## config.mk

```make
export PLATFORM = sky130hd
export DESIGN_NAME = note_seq_synth
export DESIGN_NICKNAME = d
export VERILOG_FILES = /design/src/rtl/note_seq_pkg.sv /design/src/rtl/note_seq_synth_table.sv /design/src/rtl/note_seq_synth.sv
export SDC_FILE = /design/constraint.sdc
export NUM_CORES = 1
export LEC_CHECK = 0
export CAP_MARGIN = 30
export CORE_ASPECT_RATIO = 0.75
export CORE_MARGIN = 2
export CORE_UTILIZATION = 40
export CTS_BUF_LIST = sky130_fd_sc_hd__clkbuf_16
export CTS_CLUSTER_SIZE = 14
export DETAILED_ROUTE_END_ITERATION = 8
export PLACE_DENSITY = 0.67
export SLEW_MARGIN = 20
export SYNTH_ARGS = -nofsm -noshare
export SYNTH_HDL_FRONTEND = slang
export SYNTH_SLANG_ARGS = --single-unit
```

## constraint.sdc

```tcl
create_clock -name BIT_CLK -period 3.45 [get_ports BIT_CLK]
set_input_delay 0.8625 -clock BIT_CLK [delete_from_list [all_inputs] [get_ports BIT_CLK]]
set_output_delay 0.8625 -clock BIT_CLK [all_outputs]
set_load 0.05 [all_outputs]
```

## src/rtl/note_seq_pkg.sv

```systemverilog
// Shared types and defaults for the note sequencer synth.
// The note table and the top-level sequencer both import this package.
package note_seq_pkg;

  typedef enum logic {
    IDLE = 1'b0,
    PLAY = 1'b1
  } state_t;

  localparam int DEF_SAMPLE_W   = 18;
  localparam int DEF_PERIOD_W   = 7;
  localparam int DEF_NUM_NOTES  = 8;
  localparam int DEF_ENV_W      = 4;
  localparam int DEF_DELAY_W    = 7;
  localparam int DEFAULT_PERIOD = 48;

  // Largest positive value of a two's complement sample of the given width.
  function automatic int amp_max(input int sample_w);
    return (1 << (sample_w - 1)) - 1;
  endfunction

endpackage

```

## src/rtl/note_seq_synth_table.sv

```systemverilog
// Note period register file.
// One write port and one combinational read port; async reset loads the default period.
module note_table
  import note_seq_pkg::*;
#(
  parameter int NUM_NOTES      = DEF_NUM_NOTES,
  parameter int PERIOD_W       = DEF_PERIOD_W,
  parameter int ADDR_W         = $clog2(NUM_NOTES),
  parameter int DEFAULT_PERIOD = note_seq_pkg::DEFAULT_PERIOD
) (
  input  logic                BIT_CLK,
  input  logic                RST_N,
  input  logic                we,
  input  logic [ADDR_W-1:0]   waddr,
  input  logic [PERIOD_W-1:0] wdata,
  input  logic [ADDR_W-1:0]   raddr,
  output logic [PERIOD_W-1:0] rdata
);

  logic [PERIOD_W-1:0] entries [NUM_NOTES];

  always_ff @(posedge BIT_CLK or negedge RST_N) begin
    if (!RST_N) begin
      for (int i = 0; i < NUM_NOTES; i++) entries[i] <= PERIOD_W'(DEFAULT_PERIOD);
    end else if (we) begin
      entries[waddr] <= wdata;
    end
  end

  assign rdata = entries[raddr];

endmodule

```

## src/rtl/note_seq_synth.sv

```systemverilog
// Table-driven square-wave note sequencer with a stepped decay envelope.
// Counters advance on the frame strobe; the sample output is registered.
module note_seq_synth
  import note_seq_pkg::*;
#(
  parameter int SAMPLE_W       = DEF_SAMPLE_W,
  parameter int PERIOD_W       = DEF_PERIOD_W,
  parameter int NUM_NOTES      = DEF_NUM_NOTES,
  parameter int ADDR_W         = $clog2(NUM_NOTES),
  parameter int ENV_W          = DEF_ENV_W,
  parameter int DELAY_W        = DEF_DELAY_W,
  parameter int DEFAULT_PERIOD = note_seq_pkg::DEFAULT_PERIOD
) (
  input  logic                       BIT_CLK,
  input  logic                       RST_N,
  input  logic                       FRAME_SIG,
  input  logic                       START,
  input  logic                       STOP,
  input  logic                       LOOP,
  input  logic                       DELAY_LOAD,
  input  logic [DELAY_W-1:0]         DELAY_SCALE_IN,
  input  logic                       TBL_WE,
  input  logic [ADDR_W-1:0]          TBL_ADDR,
  input  logic [PERIOD_W-1:0]        TBL_DATA,
  output logic signed [SAMPLE_W-1:0] WAVE,
  output logic [DELAY_W-1:0]         DELAY_SCALE,
  output logic [ADDR_W-1:0]          NOTE_IDX,
  output logic                       BUSY,
  output logic                       DONE
);

  localparam logic [SAMPLE_W-1:0] AMP_MAX   = SAMPLE_W'(amp_max(SAMPLE_W));
  localparam logic [ADDR_W-1:0]   LAST_NOTE = ADDR_W'(NUM_NOTES - 1);

  state_t              state, state_nxt;
  logic [PERIOD_W-1:0] frame_cnt, frame_nxt;
  logic [DELAY_W-1:0]  delay_cnt, delay_nxt;
  logic [ENV_W-1:0]    env, env_nxt;
  logic [ADDR_W-1:0]   note_idx, note_nxt;
  logic [DELAY_W-1:0]  delay_scale;
  logic [SAMPLE_W-1:0] wave_q, wave_nxt, amp;
  logic                busy_q, done_q, done_nxt;
  logic [PERIOD_W-1:0] period, period_eff;

  note_table #(
    .NUM_NOTES     (NUM_NOTES),
    .PERIOD_W      (PERIOD_W),
    .ADDR_W        (ADDR_W),
    .DEFAULT_PERIOD(DEFAULT_PERIOD)
  ) u_table (
    .BIT_CLK(BIT_CLK),
    .RST_N  (RST_N),
    .we     (TBL_WE),
    .waddr  (TBL_ADDR),
    .wdata  (TBL_DATA),
    .raddr  (note_idx),
    .rdata  (period)
  );

  // A rest (period 0) is timed like a one-frame period.
  assign period_eff = (period == '0) ? PERIOD_W'(1) : period;
  assign amp        = AMP_MAX >> env;

  always_comb begin
    state_nxt = state;
    frame_nxt = frame_cnt;
    delay_nxt = delay_cnt;
    env_nxt   = env;
    note_nxt  = note_idx;
    done_nxt  = 1'b0;
    if (STOP || START) begin
      state_nxt = STOP ? IDLE : PLAY;
      frame_nxt = '0;
      delay_nxt = '0;
      env_nxt   = '0;
      note_nxt  = '0;
    end else if (state == PLAY && FRAME_SIG) begin
      // ">=" so a shortened period written mid-note still wraps on the next strobe.
      if (frame_cnt >= period_eff - PERIOD_W'(1)) begin
        frame_nxt = '0;
        if (delay_cnt == delay_scale) begin
          delay_nxt = '0;
          if (env != {ENV_W{1'b1}}) begin
            env_nxt = env + ENV_W'(1);
          end else begin
            env_nxt = '0;
            if (note_idx != LAST_NOTE) begin
              note_nxt = note_idx + ADDR_W'(1);
            end else if (LOOP) begin
              note_nxt = '0;
            end else begin
              state_nxt = IDLE;
              note_nxt  = '0;
              done_nxt  = 1'b1;
            end
          end
        end else begin
          delay_nxt = delay_cnt + DELAY_W'(1);
        end
      end else begin
        frame_nxt = frame_cnt + PERIOD_W'(1);
      end
    end
  end

  always_comb begin
    wave_nxt = '0;
    if (state == PLAY && period != '0) begin
      wave_nxt = (frame_cnt >= (period >> 1)) ? amp : -amp;
    end
  end

  always_ff @(posedge BIT_CLK or negedge RST_N) begin
    if (!RST_N) begin
      state       <= IDLE;
      frame_cnt   <= '0;
      delay_cnt   <= '0;
      env         <= '0;
      note_idx    <= '0;
      delay_scale <= '0;
      wave_q      <= '0;
      busy_q      <= 1'b0;
      done_q      <= 1'b0;
    end else begin
      state     <= state_nxt;
      frame_cnt <= frame_nxt;
      delay_cnt <= delay_nxt;
      env       <= env_nxt;
      note_idx  <= note_nxt;
      wave_q    <= wave_nxt;
      busy_q    <= (state_nxt == PLAY);
      done_q    <= done_nxt;
      if (DELAY_LOAD) delay_scale <= DELAY_SCALE_IN;
    end
  end

  assign WAVE        = wave_q;
  assign DELAY_SCALE = delay_scale;
  assign NOTE_IDX    = note_idx;
  assign BUSY        = busy_q;
  assign DONE        = done_q;

endmodule
```

==> run metrics <==
critical path startpoint category flip-flop; Starting Density 0.4050; final clock skew 0.007613 ns; RSZ-0062 raised after global routing yes; largest cells by area after synthesis dfrtp_1 (40%), mux2_2 (13%), dfstp_2 (7.7%); Critical R2R Capture env[3]; CORE AREA 13560 um2; DPL Wire Length 9002 um; grt total ovfl 0; final antenna-violating net count 0; Final Max Slew Viols 0; CP Capture Point env[3]; Primary FF master, synth dfrtp_1; most frequent cells in the layout dfrtp_1 (85), mux2_2 (63), clkdlybuf4s50_1 (53), nor2_1 (44), buf_4 (35); GP Congestion 0.8291; TritonCTS clock tree done; Remaining DRCs 0; CTS Root Cell clkbuf_16; gr usage total 0.1748; die width 139.3 um; nets 599; number of top-level pins 55; Yosys top cell area share 0.4008; first-pass GRT wire length 20500 um; wire per inst 17.23 um; area taken by multi-input logic gates 2889 um2; routed wl met2 5925 um; # setup viols final 1; Hold Vio Cnt, Final 0; Area Growth Syn to Fin 28.40%; WP data required 3.65 ns; DRT Pass-1 Iters 4; Final Util 0.5201; Yosys top cell by area dfrtp_1; Leakage 0.002966 uW; critical path class reg -> reg; Hold Path Class in -> async; final std cells w/o fill 733; top layer in use met4; post-synthesis net count 507; Max VDD drop 0.0002419 V; CP max FO 7; fillers 1157; number of global-route vias before repair 3985; Setup WS post-layout -0.009288 ns; DRT iter0 DRCs 207; post-synthesis cell type count 57; RR Startpoint NOTE_IDX[2]; DIE AREA 14700 um2; # port buffers 54; status finished, violations left; Seq cells post-synth 104; period utilization 1.003; H-tree depth 3; total CTS buffers 9; Die H 105.5 um; routed length on met1 6013 um; Fin Hold WS 0.3570 ns; sequential standard cell area 2626 um2; Ant. Diodes 0; met3 wire len 534 um; Skew-Pair Late Insertion Delay 0.34 ns; routed vias/inst 5.359; layout cells sized above 1 0.3602; Syn Std Cell Area 5494 um2; minimum clock period 3.459 ns; sequential fraction of the synthesis area 0.4773; synthesized area per cell 11.92 um2; Power per Cell Area 486.8 nW/um2; R2R depth 15; Routed WL 12630 um; Clock Pin Slew Worst Setup and Hold Paths 0.07 ns; largest net degree at the start of global routing 73; EDFF count, synth 0; R2R Setup Slk -0.009 ns; row count 37; asr flop ratio synth 1.000; Mapped Cells 461; Tightest Pin Transition 0.7570 ns; Sink Count 104; Max Root-Sink Buffers 2; CTS Hold Bufs 0; Yosys warnings 0; initial antenna violation count 0; failing checks setup timing; commonest non-fill, non-tap cell in the layout dfrtp_1; Max-slew headroom 0.4931; Worst setup EP type flip-flop; CP arrival 3.66 ns; max_cap viols 0; CP Launch Point NOTE_IDX[2]; Placed Cells 704; Max Clock Freq 289.1 MHz; routed vias 3928; pre-CTS setup slack -0.05644 ns
cell usage after synthesis (4+ instances only):
| library cell | number |
|---|---|
| ha_1 | 21 |
| buf_2 | 5 |
| nand2b_1 | 9 |
| dfstp_2 | 16 |
| nand4_1 | 7 |
| a21oi_1 | 10 |
| nand2_1 | 27 |
| o311ai_0 | 4 |
| mux4_2 | 9 |
| mux2_2 | 63 |
| mux4_1 | 5 |
| nor2_1 | 46 |
| clkbuf_1 | 9 |
| xor2_1 | 10 |
| a22o_1 | 5 |
| nor3_1 | 13 |
| nor2b_1 | 4 |
| dfrtp_1 | 88 |
| inv_1 | 14 |
| o21ai_0 | 14 |
| or2_2 | 5 |
| xnor2_1 | 16 |
| nand3_1 | 10 |
cell families after synthesis:
family | share of synthesized area
buf+inv | 0.02642
mux | 0.2061
compound gates | 0.07470
fa+ha+maj | 0.04782
simple gates | 0.1262
xor+xnor | 0.04145
flops | 0.4773
final cells by class:
type / instances / share of cell area
Multi-Input combinational cell: 324 / 0.4095
Inverter: 15 / 0.007982
Timing Repair Buffer: 99 / 0.1336
Sequential cell: 104 / 0.3723
Clock inverter: 7 / 0.01366
Tap cell: 175 / 0.03104
Clock buffer: 9 / 0.03193
flip-flops by register name (all words and copies together) (netlist names):
| name | flops |
|---|---|
| DONE | 1 |
| BUSY | 1 |
| env | 4 |
| u_table.entries | 56 |
| delay_cnt | 7 |
| WAVE | 18 |
| DELAY_SCALE | 7 |
| frame_cnt | 7 |
| NOTE_IDX | 3 |
stage by stage:
step,cell area (um2),setup TNS [ns],power (uW)
6_report,7054,-0.009288,3434
5_1_grt,7054,-1.338,3594
4_1_cts,6847,0,3404
3_5_place_dp,6481,-0.2882,2297
3_3_place_gp,6481,0,2263
2_1_floorplan,5572,-0.05999,2037
critical path, stage by stage, from the launching register on:
cell	delay [ns]
dfrtp_2	0.49
buf_4	0.19
o31ai_1	0.42
a41o_1	0.31
nand4_4	0.12
buf_6	0.14
nor3_2	0.11
nor2_1	0.08
ha_1	0.29
nand2b_4	0.11
a211oi_2	0.07
o31ai_4	0.41
a31oi_4	0.19
buf_4	0.18
o21ai_2	0.12
o41ai_2	0.09
how the worst min path moves through the flow:
stage                                     end  slack (ns)                 from  cells past startpoint
after global routing             delay_cnt[1]        0.35                RST_N                      1
after CTS                 u_table.entries[51]        0.51  u_table.entries[51]                      1
after detailed placement  u_table.entries[51]        0.49  u_table.entries[51]                      1
final                          DELAY_SCALE[0]        0.36                RST_N                      1
after global placement     u_table.entries[9]        0.48   u_table.entries[9]                      1
after floorplan           u_table.entries[31]        0.47  u_table.entries[31]                      1
routing by layer:
metal,track usage,up-vias
li1,-,1845
met4,0.04401,0
met2,0.2749,84
met3,0.03453,13
met5,0,-
met1,0.2499,1986
where the power goes:
| group | switching [uW] | leakage (uW) | internal (uW) |
|---|---|---|---|
| Clock | 447 | 0.000148 | 635 |
| Combinational | 391 | 0.00153 | 416 |
| Sequential | 126 | 0.00129 | 1420 |
repair_timing:
| action | 4_1_cts | 5_1_grt |
|---|---|---|
| setup endpoints to repair | 15 | 23 |
| resized for setup | 5 | 41 |
| buffers inserted | 3 | 9 |
| pin swaps | 4 | 14 |
No activity file was read; power rests on OpenSTA's default activity.
